<file path="src/rtl/excp_ctrl_pkg.sv">
// Shared constants for the MEM-stage exception controller:
// exception codes, CP0 addresses, vector and FSM encodings.
package excp_ctrl_pkg;

  localparam logic [31:0] EXC_NONE = 32'h0;
  localparam logic [31:0] EXC_INT  = 32'h1;
  localparam logic [31:0] EXC_SYS  = 32'h8;
  localparam logic [31:0] EXC_INV  = 32'ha;
  localparam logic [31:0] EXC_TRAP = 32'hc;
  localparam logic [31:0] EXC_OV   = 32'hd;
  localparam logic [31:0] EXC_ERET = 32'he;

  localparam logic [31:0] EXC_VECTOR = 32'h0000_0020;

  localparam logic [4:0] CP0_STATUS = 5'd12;
  localparam logic [4:0] CP0_CAUSE  = 5'd13;
  localparam logic [4:0] CP0_EPC    = 5'd14;

  localparam logic [31:0] CAUSE_WMASK = 32'h00C0_0300;

  localparam int FL_SYS  = 8;
  localparam int FL_INV  = 9;
  localparam int FL_TRAP = 10;
  localparam int FL_OV   = 11;
  localparam int FL_ERET = 12;

  localparam logic [1:0] S_IDLE    = 2'd0;
  localparam logic [1:0] S_FLUSH   = 2'd1;
  localparam logic [1:0] S_RECOVER = 2'd2;

  typedef struct packed {
    logic [31:0] status;
    logic [31:0] cause;
    logic [31:0] epc;
  } cp0_t;

endpackage

</file>
<file path="src/rtl/excp_ctrl_if.sv">
// MEM-stage exception bundle between the pipeline
// (master) and the exception controller (slave).
interface excp_ctrl_if;
  logic [31:0] excep_flags_i;
  logic [31:0] inst_addr_i;
  logic        is_in_delayslot_i;
  logic [31:0] cp0_status_i;
  logic [31:0] cp0_cause_i;
  logic [31:0] cp0_epc_i;
  logic        wb_cp0_we_i;
  logic [4:0]  wb_cp0_waddr_i;
  logic [31:0] wb_cp0_wdata_i;
  logic        stall_i;
  logic [31:0] excep_type_o;
  logic [31:0] curr_inst_addr_o;
  logic        is_in_delayslot_o;
  logic        flush_o;
  logic [31:0] new_pc_o;
  logic        busy_o;

  modport master (
    output excep_flags_i, inst_addr_i, is_in_delayslot_i,
    output cp0_status_i, cp0_cause_i, cp0_epc_i,
    output wb_cp0_we_i, wb_cp0_waddr_i, wb_cp0_wdata_i,
    output stall_i,
    input  excep_type_o, curr_inst_addr_o, is_in_delayslot_o,
    input  flush_o, new_pc_o, busy_o
  );

  modport slave (
    input  excep_flags_i, inst_addr_i, is_in_delayslot_i,
    input  cp0_status_i, cp0_cause_i, cp0_epc_i,
    input  wb_cp0_we_i, wb_cp0_waddr_i, wb_cp0_wdata_i,
    input  stall_i,
    output excep_type_o, curr_inst_addr_o, is_in_delayslot_o,
    output flush_o, new_pc_o, busy_o
  );
endinterface

</file>
<file path="src/rtl/excp_ctrl_bypass.sv">
// Forwards the CP0 write in flight in WB onto the
// status/cause/epc values seen by the MEM stage.
module excp_bypass
  import excp_ctrl_pkg::*;
(
  input  logic        we,
  input  logic [4:0]  waddr,
  input  logic [31:0] wdata,
  input  logic [31:0] status,
  input  logic [31:0] cause,
  input  logic [31:0] epc,
  output cp0_t        cp0
);

  logic hit_status;
  logic hit_cause;
  logic hit_epc;

  assign hit_status = we && (waddr == CP0_STATUS);
  assign hit_cause  = we && (waddr == CP0_CAUSE);
  assign hit_epc    = we && (waddr == CP0_EPC);

  // only IP[1:0], IV and WP of cause are software-writable
  assign cp0.status = hit_status ? wdata : status;
  assign cp0.cause  = hit_cause
                    ? (cause & ~CAUSE_WMASK)
                      | (wdata & CAUSE_WMASK)
                    : cause;
  assign cp0.epc    = hit_epc ? wdata : epc;

endmodule

</file>
<file path="src/rtl/excp_ctrl.sv">
// MEM-stage exception arbiter: picks the winning event
// and sequences IDLE -> FLUSH -> RECOVER -> IDLE.
module excp_ctrl
  import excp_ctrl_pkg::*;
(
  input logic       clk,
  input logic       rst_n,
  excp_ctrl_if.slave bus
);

  cp0_t        cp0;
  logic [1:0]  state;
  logic [31:0] type_q;
  logic [31:0] addr_q;
  logic        ds_q;
  logic [31:0] pc_q;
  logic        intr;
  logic [31:0] code;
  logic        take;
  logic [31:0] flags;

  excp_bypass u_bypass (
    .we     (bus.wb_cp0_we_i),
    .waddr  (bus.wb_cp0_waddr_i),
    .wdata  (bus.wb_cp0_wdata_i),
    .status (bus.cp0_status_i),
    .cause  (bus.cp0_cause_i),
    .epc    (bus.cp0_epc_i),
    .cp0    (cp0)
  );

  assign flags = bus.excep_flags_i;

  assign intr = (|(cp0.cause[15:8] & cp0.status[15:8]))
              && cp0.status[0]
              && !cp0.status[1];

  always_comb begin
    code = EXC_NONE;
    if (intr)                code = EXC_INT;
    else if (flags[FL_SYS])  code = EXC_SYS;
    else if (flags[FL_INV])  code = EXC_INV;
    else if (flags[FL_TRAP]) code = EXC_TRAP;
    else if (flags[FL_OV])   code = EXC_OV;
    else if (flags[FL_ERET]) code = EXC_ERET;
  end

  assign take = (state == S_IDLE)
              && (bus.inst_addr_i != 32'h0)
              && !bus.stall_i
              && (code != EXC_NONE);

  always_ff @(posedge clk or negedge rst_n) begin
    if (!rst_n) begin
      state  <= S_IDLE;
      type_q <= EXC_NONE;
      addr_q <= 32'h0;
      ds_q   <= 1'b0;
      pc_q   <= 32'h0;
    end else begin
      unique case (state)
        S_IDLE: begin
          if (take) begin
            state  <= S_FLUSH;
            type_q <= code;
            addr_q <= bus.inst_addr_i;
            ds_q   <= bus.is_in_delayslot_i;
            pc_q   <= (code == EXC_ERET)
                    ? cp0.epc : EXC_VECTOR;
          end
        end
        S_FLUSH: begin
          state  <= S_RECOVER;
          type_q <= EXC_NONE;
          ds_q   <= 1'b0;
        end
        S_RECOVER: state <= S_IDLE;
        default:   state <= S_IDLE;
      endcase
    end
  end

  assign bus.excep_type_o      = type_q;
  assign bus.curr_inst_addr_o  = addr_q;
  assign bus.is_in_delayslot_o = ds_q;
  assign bus.new_pc_o          = pc_q;
  assign bus.flush_o           = (state == S_FLUSH);
  assign bus.busy_o            = (state != S_IDLE);

  logic unused_bits;
  assign unused_bits = ^{flags[31:13], flags[7:0],
                         cp0.status[31:16],
                         cp0.status[7:2],
                         cp0.cause[31:16],
                         cp0.cause[7:0]};

endmodule

</file>
<file path="src/flat_wrapper.sv">
// flat-port wrapper written by rule: the top's interface ports become plain ports
module excp_ctrl_flat import excp_ctrl_pkg::*;
  (clk, rst_n, bus_excep_flags_i, bus_inst_addr_i, bus_is_in_delayslot_i, bus_cp0_status_i, bus_cp0_cause_i, bus_cp0_epc_i, bus_wb_cp0_we_i, bus_wb_cp0_waddr_i, bus_wb_cp0_wdata_i, bus_stall_i, bus_excep_type_o, bus_curr_inst_addr_o, bus_is_in_delayslot_o, bus_flush_o, bus_new_pc_o, bus_busy_o);
  excp_ctrl_if bus_i ();
  input logic clk;
  input logic rst_n;
  input wire logic [$bits(bus_i.excep_flags_i)-1:0] bus_excep_flags_i;
  input wire logic [$bits(bus_i.inst_addr_i)-1:0] bus_inst_addr_i;
  input wire logic [$bits(bus_i.is_in_delayslot_i)-1:0] bus_is_in_delayslot_i;
  input wire logic [$bits(bus_i.cp0_status_i)-1:0] bus_cp0_status_i;
  input wire logic [$bits(bus_i.cp0_cause_i)-1:0] bus_cp0_cause_i;
  input wire logic [$bits(bus_i.cp0_epc_i)-1:0] bus_cp0_epc_i;
  input wire logic [$bits(bus_i.wb_cp0_we_i)-1:0] bus_wb_cp0_we_i;
  input wire logic [$bits(bus_i.wb_cp0_waddr_i)-1:0] bus_wb_cp0_waddr_i;
  input wire logic [$bits(bus_i.wb_cp0_wdata_i)-1:0] bus_wb_cp0_wdata_i;
  input wire logic [$bits(bus_i.stall_i)-1:0] bus_stall_i;
  output wire logic [$bits(bus_i.excep_type_o)-1:0] bus_excep_type_o;
  output wire logic [$bits(bus_i.curr_inst_addr_o)-1:0] bus_curr_inst_addr_o;
  output wire logic [$bits(bus_i.is_in_delayslot_o)-1:0] bus_is_in_delayslot_o;
  output wire logic [$bits(bus_i.flush_o)-1:0] bus_flush_o;
  output wire logic [$bits(bus_i.new_pc_o)-1:0] bus_new_pc_o;
  output wire logic [$bits(bus_i.busy_o)-1:0] bus_busy_o;
  assign bus_i.excep_flags_i = bus_excep_flags_i;
  assign bus_i.inst_addr_i = bus_inst_addr_i;
  assign bus_i.is_in_delayslot_i = bus_is_in_delayslot_i;
  assign bus_i.cp0_status_i = bus_cp0_status_i;
  assign bus_i.cp0_cause_i = bus_cp0_cause_i;
  assign bus_i.cp0_epc_i = bus_cp0_epc_i;
  assign bus_i.wb_cp0_we_i = bus_wb_cp0_we_i;
  assign bus_i.wb_cp0_waddr_i = bus_wb_cp0_waddr_i;
  assign bus_i.wb_cp0_wdata_i = bus_wb_cp0_wdata_i;
  assign bus_i.stall_i = bus_stall_i;
  assign bus_excep_type_o = bus_i.excep_type_o;
  assign bus_curr_inst_addr_o = bus_i.curr_inst_addr_o;
  assign bus_is_in_delayslot_o = bus_i.is_in_delayslot_o;
  assign bus_flush_o = bus_i.flush_o;
  assign bus_new_pc_o = bus_i.new_pc_o;
  assign bus_busy_o = bus_i.busy_o;
  excp_ctrl u_core (.clk(clk), .rst_n(rst_n), .bus(bus_i));
endmodule
</file>
<file path="config.mk">
export PLATFORM = sky130hd
export DESIGN_NAME = excp_ctrl_flat
export DESIGN_NICKNAME = d
export VERILOG_FILES = /design/src/rtl/excp_ctrl_pkg.sv /design/src/rtl/excp_ctrl_if.sv /design/src/rtl/excp_ctrl_bypass.sv /design/src/rtl/excp_ctrl.sv /design/src/flat_wrapper.sv
export SDC_FILE = /design/constraint.sdc
export NUM_CORES = 1
export LEC_CHECK = 0
export ABC_AREA = 1
export CAP_MARGIN = 25
export CORE_ASPECT_RATIO = 0.8
export CORE_UTILIZATION = 31
export DETAILED_ROUTE_END_ITERATION = 12
export PLACE_DENSITY = 0.8
export SLEW_MARGIN = 20
export SYNTH_ARGS = -nofsm -noshare
export SYNTH_HDL_FRONTEND = slang
export SYNTH_SLANG_ARGS = --single-unit
</file>
<file path="constraint.sdc">
create_clock -name clk -period 1.75 [get_ports clk]
set_input_delay 0.2625 -clock clk [delete_from_list [all_inputs] [get_ports clk]]
set_output_delay 0.2625 -clock clk [all_outputs]
set_load 0.005 [all_outputs]
</file>
### Word-level counts from Yosys, hierarchy flattened

Index checks and enable logic that the tools add are counted.

* bits in registers: 99
* input port bits: 202
* output and inout bits: 99
* word-level logic and storage cells: 47

* equality and inequality tests: 6
* muxes and demuxes: 16
* bitwise operators: 2
* reduce and logical (&&, ||, !) cells: 18

Operators with widths (number)
* $mux 32: 8
* $pmux 32 s2: 1
* $reduce_bool 32->1: 2
* $eq 32x4->1 const B: 1
* $mux 16: 2
* $or 16x10->16: 1
* $eq 5x4->1 const B: 3
* $and 8x8->8: 1
* $logic_and 1x1->1: 8
* $reduce_or 8->1: 1
* $mux 4: 1
* $pmux 2 s2: 1
* $reduce_and 2->1: 2
* $reduce_bool 2->1: 2
* $eq 2x1->1 const B: 1
* $logic_not 1->1: 2
* $logic_not 2->1: 1
* $mux 2: 1
* $ne 2x1->1 const B: 1
* $pmux 1 s2: 1
* $mux 1: 1

### Longest topological paths before layout

Gate-level depths: netlist of the first run.

* depth in word-level cells: 12
* depth in mapped cells: 15

### Hierarchy

Synthesis of the first run repeated with hierarchy kept, for this count alone.

* cells, all modules: 675
* area total of the unflattened synthesis: 4893.4 µm²

By module, submodules not included
* excp_ctrl: instances 1, cells an instance 404, area each 3509.6 µm²
* excp_bypass: instances 1, cells an instance 271, area each 1383.8 µm²

### Least setup slack after synthesis of the first run

OpenSTA, ideal clock, no wires.

* path kind: register -> register
* from: reg u_core.state[1]
* to: reg u_core.pc_q[0] (netlist: u_core.bus.new_pc_o[0])
* library setup time: 0.065 ns
* data arrival time: 1.584 ns
* path slack: 0.101 ns
* stages on the path, launching flop included: 10
* path buffers: 1
* cell sequence: dfrtp_1 nor2_1 inv_1 or2_2 nor2_4 o21ai_0 nor2_1 buf_2 nand3_1 nand2_1

* longest elaborated chain between the ends: 5

RTL lines
* from (decl): RTL line excp_ctrl.sv:12 `logic [1:0] state;`
* from (signal assigned): RTL line excp_ctrl.sv:55 `state <= S_IDLE;`
* from (signal assigned): RTL line excp_ctrl.sv:64 `state <= S_FLUSH;`
* from (signal assigned): RTL line excp_ctrl.sv:73 `state <= S_RECOVER;`
* $logic_not 2->1 (*): RTL line excp_ctrl.sv:48, excp_ctrl.sv:61
* $logic_and 1x1->1: RTL line excp_ctrl.sv:49 `&& (bus.inst_addr_i != 32'h0)`
* $logic_and 1x1->1: RTL line excp_ctrl.sv:50 `&& !bus.stall_i`
* $logic_and 1x1->1: RTL line excp_ctrl.sv:51 `&& (code != EXC_NONE);`
* $reduce_and 2->1 (no line) (*)
* to (signal assigned): RTL line excp_ctrl.sv:68 `pc_q <= (code == EXC_ERET)`
* to (decl): RTL line excp_ctrl.sv:16 `logic [31:0] pc_q;`

Mark *: on every way between the ends. The rest lies on a longest branch, timed or not.
A chain may end at the register's enable or synchronous reset.

### Worst setup path in the final report of the first run

* from: in bus_wb_cp0_waddr_i[1]
* to: reg u_core.addr_q[29] (netlist: u_core.bus.curr_inst_addr_o[29])

* longest elaborated chain between the ends: 11
* elaborated cells on any way between the ends: 15

RTL lines
* from (decl): RTL line flat_wrapper.sv:14 `input wire logic [$bits(bus_i.wb_cp0_waddr_i)-1:0] bus_wb_cp0_waddr_i;`
* $eq 5x4->1, on equally long branches: RTL line excp_ctrl_bypass.sv:20, excp_ctrl_bypass.sv:19
* $logic_and 1x1->1, on equally long branches: RTL line excp_ctrl_bypass.sv:20, excp_ctrl_bypass.sv:19
* $mux 16, on equally long branches: RTL line excp_ctrl_bypass.sv:26, excp_ctrl_bypass.sv:24
* $and 8x8->8: RTL line excp_ctrl.sv:34 `assign intr = (|(cp0.cause[15:8] & cp0.status[15:8]))`
* $reduce_or 8->1: RTL line excp_ctrl.sv:34
* $logic_and 1x1->1: RTL line excp_ctrl.sv:35 `&& cp0.status[0]`
* $logic_and 1x1->1 (*): RTL line excp_ctrl.sv:36 `&& !cp0.status[1];`
* $mux 32 (*): RTL line excp_ctrl.sv:40 `if (intr) code = EXC_INT;`
* $reduce_bool 32->1 (*): RTL line excp_ctrl.sv:51
* $logic_and 1x1->1 (*): RTL line excp_ctrl.sv:51
* $reduce_and 2->1 (no line) (*)
* to (signal assigned): RTL line excp_ctrl.sv:66 `addr_q <= bus.inst_addr_i;`
* to (decl): RTL line excp_ctrl.sv:14 `logic [31:0] addr_q;`

Marked as above.

==> metrics.sh, run 1 <==
WORST_EP_REQUIRED_TIME_NS=1.97
NUMBER_OF_CLOCK_BUFFERS_INSERTED_BY_TRITONCTS=9
CPMAXSTAGEDELAYCELL='sky130_fd_sc_hd__nor2_4'
FIN_WS_NS=-0.01661
FLOORPLAN.DIE.WIDTH_UM=126.6
CORE_AREA_MM2=0.01212
TIMING.FINAL.HOLD_VIOLATIONS=0
CTS_ROOT_BUFFER='sky130_fd_sc_hd__clkbuf_16'
GRT-OVFL-TOTAL=0
WORST-PATH-MAX-FANOUT=8
TIMING.REG2REG.SETUP_SLACK_NS=-0.01
MIN_DELAY_PATH_DEPTH=5
IRDROPWORSTVDD_V=0.0005870
STD_CELL_ROWS=36
SYNTH_AREA_PER_CELL_UM2=7.982
TIMING.CRITICAL_PATH.FROM_TYPE='input pin'
FINALCRITICALPERIOD_NS=1.767
CRITICAL-PATH-TOP-CELL-BY-COUNT='sky130_fd_sc_hd__buf_12'
SYNTH.CELL_AREA_MM2=0.003847
FIRST_GLOBAL_VIAS=3811
FIRST_PASS_ITERS=4
WORST_SETUP_PATH_END_KIND='flip-flop'
PIN_COUNT_OF_THE_BIGGEST_NET_ENTERING_GLOBAL_ROUTING=72
ROUTED_WIRE_LENGTH_PER_INSTANCE_UM=15.52
GP_ROUTABILITY_CONGESTION=0.8553
SYNTH_SEQ_CELLS=71
IO_PORT_BUFS=199
WORST_FLOP_TO_FLOP_PATH_ENDPOINT='u_core.bus.new_pc_o[31]'
ANTENNADIODECOUNT=0
SYNTH_ENABLE_FLOP_CELLS=0
SETUP_VIOL=5
FAILED_CHECKS='negative setup slack'
REG_TO_REG_STARTPOINT='u_core.state[0]'
CP_DATA_ARRIVAL_TIME_NS=1.98
YS_SEQ_AREA_SHARE_PCT=46.18
MAXIMUM_NUMBER_OF_BUFFERS_FROM_CLOCK_ROOT_TO_SINK=2
DETAILROUTE.VIA_COUNT=4074
GRT_FIRST_PASS_WIRELENGTH_UM=19490
FINAL_LAYOUT_SIZE_SUFFIX_GT1_SHARE_PCT=26.93
FINAL.SETUP_SKEW_NS=0.003193
DRTANTENNAVIOLNETS=0
GRTUSAGETOTAL_PCT=20.00
SYN2LAYOUT_AREA_GROWTH_PCT=88.33
SYN-INSTANCE-COUNT=482
CLKLATENCYLATEPIN_NS=0.33
FLOORPLAN.INITIALDENSITY_PCT=31.75
POST-DP-HPWL_UM=9239
FINAL_MIN_PERIOD_OVER_CLOCK_PERIOD_PCT=100.9
GRT_ANTENNA_BEFORE_REPAIR=1
TOTALPOWERFINAL_mW=7.075
HP-START='bus_wb_cp0_wdata_i[9]'
DP_SLACK_NS=-0.5293
PLACEDCELLCOUNT=847
SLEW_VIOLATIONS=0
ROUTE.FINAL.WIRE_LENGTH_UM=13830
SETUP_TNS_NS=-0.04611
CLOCK-SINKS=71
RESULT_OF_THE_RUN='finished, violations left'
SYNTH.LIB_CELLS_USED.DISTINCT=27
ASYNC_FLOP_SHARE_PCT=100.0
FINAL_NET_COUNT=936
R2R_CELLS=10
TIMING.CRITICAL_PATH.FROM='bus_wb_cp0_waddr_i[1]'
CLOCK_TREE.HTREE_LEVEL_COUNT=3
AVGVIACOUNTPERCELL=4.572
DIEHEIGHT_UM=101.6
PIN_COUNT=301
HOLD_PATH_CLASS='in2reg'
GRT_SETUP_UNREPAIRED='true'
CRIT_CHAIN='buf_2 > nor2_4 > buf_12 > nand3_4 > nand3_2 > nand2_1 > nor2_2 > nand2_2 > nand2_2 > nand3_4 > nand2_8 > buf_12 > buf_12 > clkbuf_16 > o21ai_2'
CLK_PIN_SLEW_NS=0.05
NUMBER_OF_WARNINGS_PRINTED_DURING_YOSYS_SYNTHESIS=0
FINAL.HOLD.WORST_SLACK_NS=0.3819
CAP_VIOL_MAX_COUNT=0
HOLD-PATH-ENDPOINT='u_core.bus.new_pc_o[9]'
TIMING.SETUP.CRITICAL_PATH_CLASS='in2reg'
TRITONCTS='built'
DIEAREA_MM2=0.01286
SYNTH_FF_TYPE='sky130_fd_sc_hd__dfrtp_1'
TIMING.CRITICAL_PATH.SLOWEST_CELL_DELAY_NS=0.23
MAXCLOCKFREQUENCY_MHz=566.1
POWER-PER-CELL-AREA_mW_PER_MM2=976.5
P_LEAK_nW=3.511
DETAIL_ROUTE.DRC_VIOLATIONS=0
DRTITER0DRC=105
LAYOUT.CELLS.NON_FILLER=891
==> what timing repair did <==
item / in CTS / in global routing
resized for setup: 67 / 108
endpoints found under the hold margin: 71 / 0
pin swaps: 23 / 39
endpoints found under the setup margin: 71 / 70
buffers inserted: 13 / 4
hold buffers: 1 / 0
cloned: 6 / 6
==> synthesized netlist by cell type (all sizes together) (2+ instances only) <==
master | number | area (µm²)
nor2 | 18 | 92.59
mux2 | 22 | 247.7
clkbuf | 6 | 25.02
nand4 | 10 | 62.56
dfrtp | 71 | 1777
buf | 42 | 292.8
inv | 60 | 225.2
nand3 | 56 | 297.8
a21oi | 3 | 15.01
o21ai | 40 | 200.2
nand2 | 147 | 561.8
nor3 | 2 | 10.01
==> metrics by stage <==
stage | utilization [%] | cell area (µm²)
2_1_floorplan | - | 3949
3_3_place_gp | 50.87 | 6163
3_5_place_dp | 50.87 | 6163
4_1_cts | 56.20 | 6809
5_1_grt | 59.80 | 7246
6_report | 59.80 | 7246
==> worst max path at each step <==
| stage | to | slack (ns) |
|---|---|---|
| after detailed placement | u_core.bus.curr_inst_addr_o[21] | -0.53 |
| after CTS | u_core.bus.curr_inst_addr_o[31] | -0.009 |
| after global placement | u_core.bus.curr_inst_addr_o[12] | -0.44 |
| after global routing | u_core.bus.new_pc_o[28] | -0.08 |
| final | u_core.bus.curr_inst_addr_o[29] | -0.02 |
| after floorplan | u_core.bus.new_pc_o[0] | 0.10 |
==> cell families after synthesis <==
kind of cell    Yosys count  synth area share (%)
compound gates           44                 5.918
simple gates            235                 26.99
flops                    71                 46.18
other cells               1               0.09747
buf+inv                 108                 14.11
mux                      23                 6.699
==> sequential cells by signal, summed over array words and instances (netlist names) <==
signal,cells
u_core.bus.curr_inst_addr_o,32
u_core.bus.is_in_delayslot_o,1
u_core.bus.excep_type_o,4
u_core.state,2
u_core.bus.new_pc_o,32
==> cells in the final DEF (no fill, tap or decap), drive strengths merged <==
cell type	netlist	final
nor3	2	2
nand3	56	57
conb	1	28
clkdlybuf4s50	0	189
dlygate4sd2	0	2
or2	1	1
buf	42	62
nand3b	1	1
clkbuf	6	18
nand4	10	10
clkinv	0	3
inv	60	60
dlygate4sd3	0	1
mux2	22	22
o21ai	40	40
clkinvlp	0	1
nand2	147	147
mux2i	1	1
a21oi	3	3
dfrtp	71	71
dlymetal6s2s	0	1
o31ai	1	1
nor2	18	18
==> final cells by class <==
type | instances | area [µm²]
fillers | 1008 | 4871
repair buffers | 261 | 2748
multi-input cells | 331 | 2044
flip-flops and latches | 71 | 1777
clock buffers | 12 | 236.5
inverters | 60 | 227.7
well taps | 152 | 190.2
clock inverters | 4 | 22.52
==> critical path, delay by kind of cell <==
family          cells  cell delay [ns]
simple gates        9             0.91
compound gates      1             0.07
buf+inv             5             0.74
==> per-layer routing <==
metal / up-vias / share of wire [%] / global-route usage, % / routed length (µm)
met2: 148 / 50 / 34.51 / 6859
met3: 21 / 5.9 / 4.279 / 821
li1: 1996 / - / - / -
met4: 0 / 1.8 / 6.209 / 253
met5: - / 0 / 0 / 0
met1: 1909 / 43 / 25.28 / 5896
==> report_power, final <==
part | switching (mW) | internal (mW) | leakage, nW | total, mW
sequential | 0.338 | 2.09 | 0.927 | 2.43
combinational | 1.18 | 1.86 | 2.46 | 3.04
clock | 0.653 | 0.952 | 0.126 | 1.61
(Power assumes the default switching activity.)
==> inputs of run 2 (changes only) <==
CTS_CLUSTER_SIZE = 16   (was default)
==> results of run 2 <==
The final DEF is identical to that of run 1; final timing and power are the same.
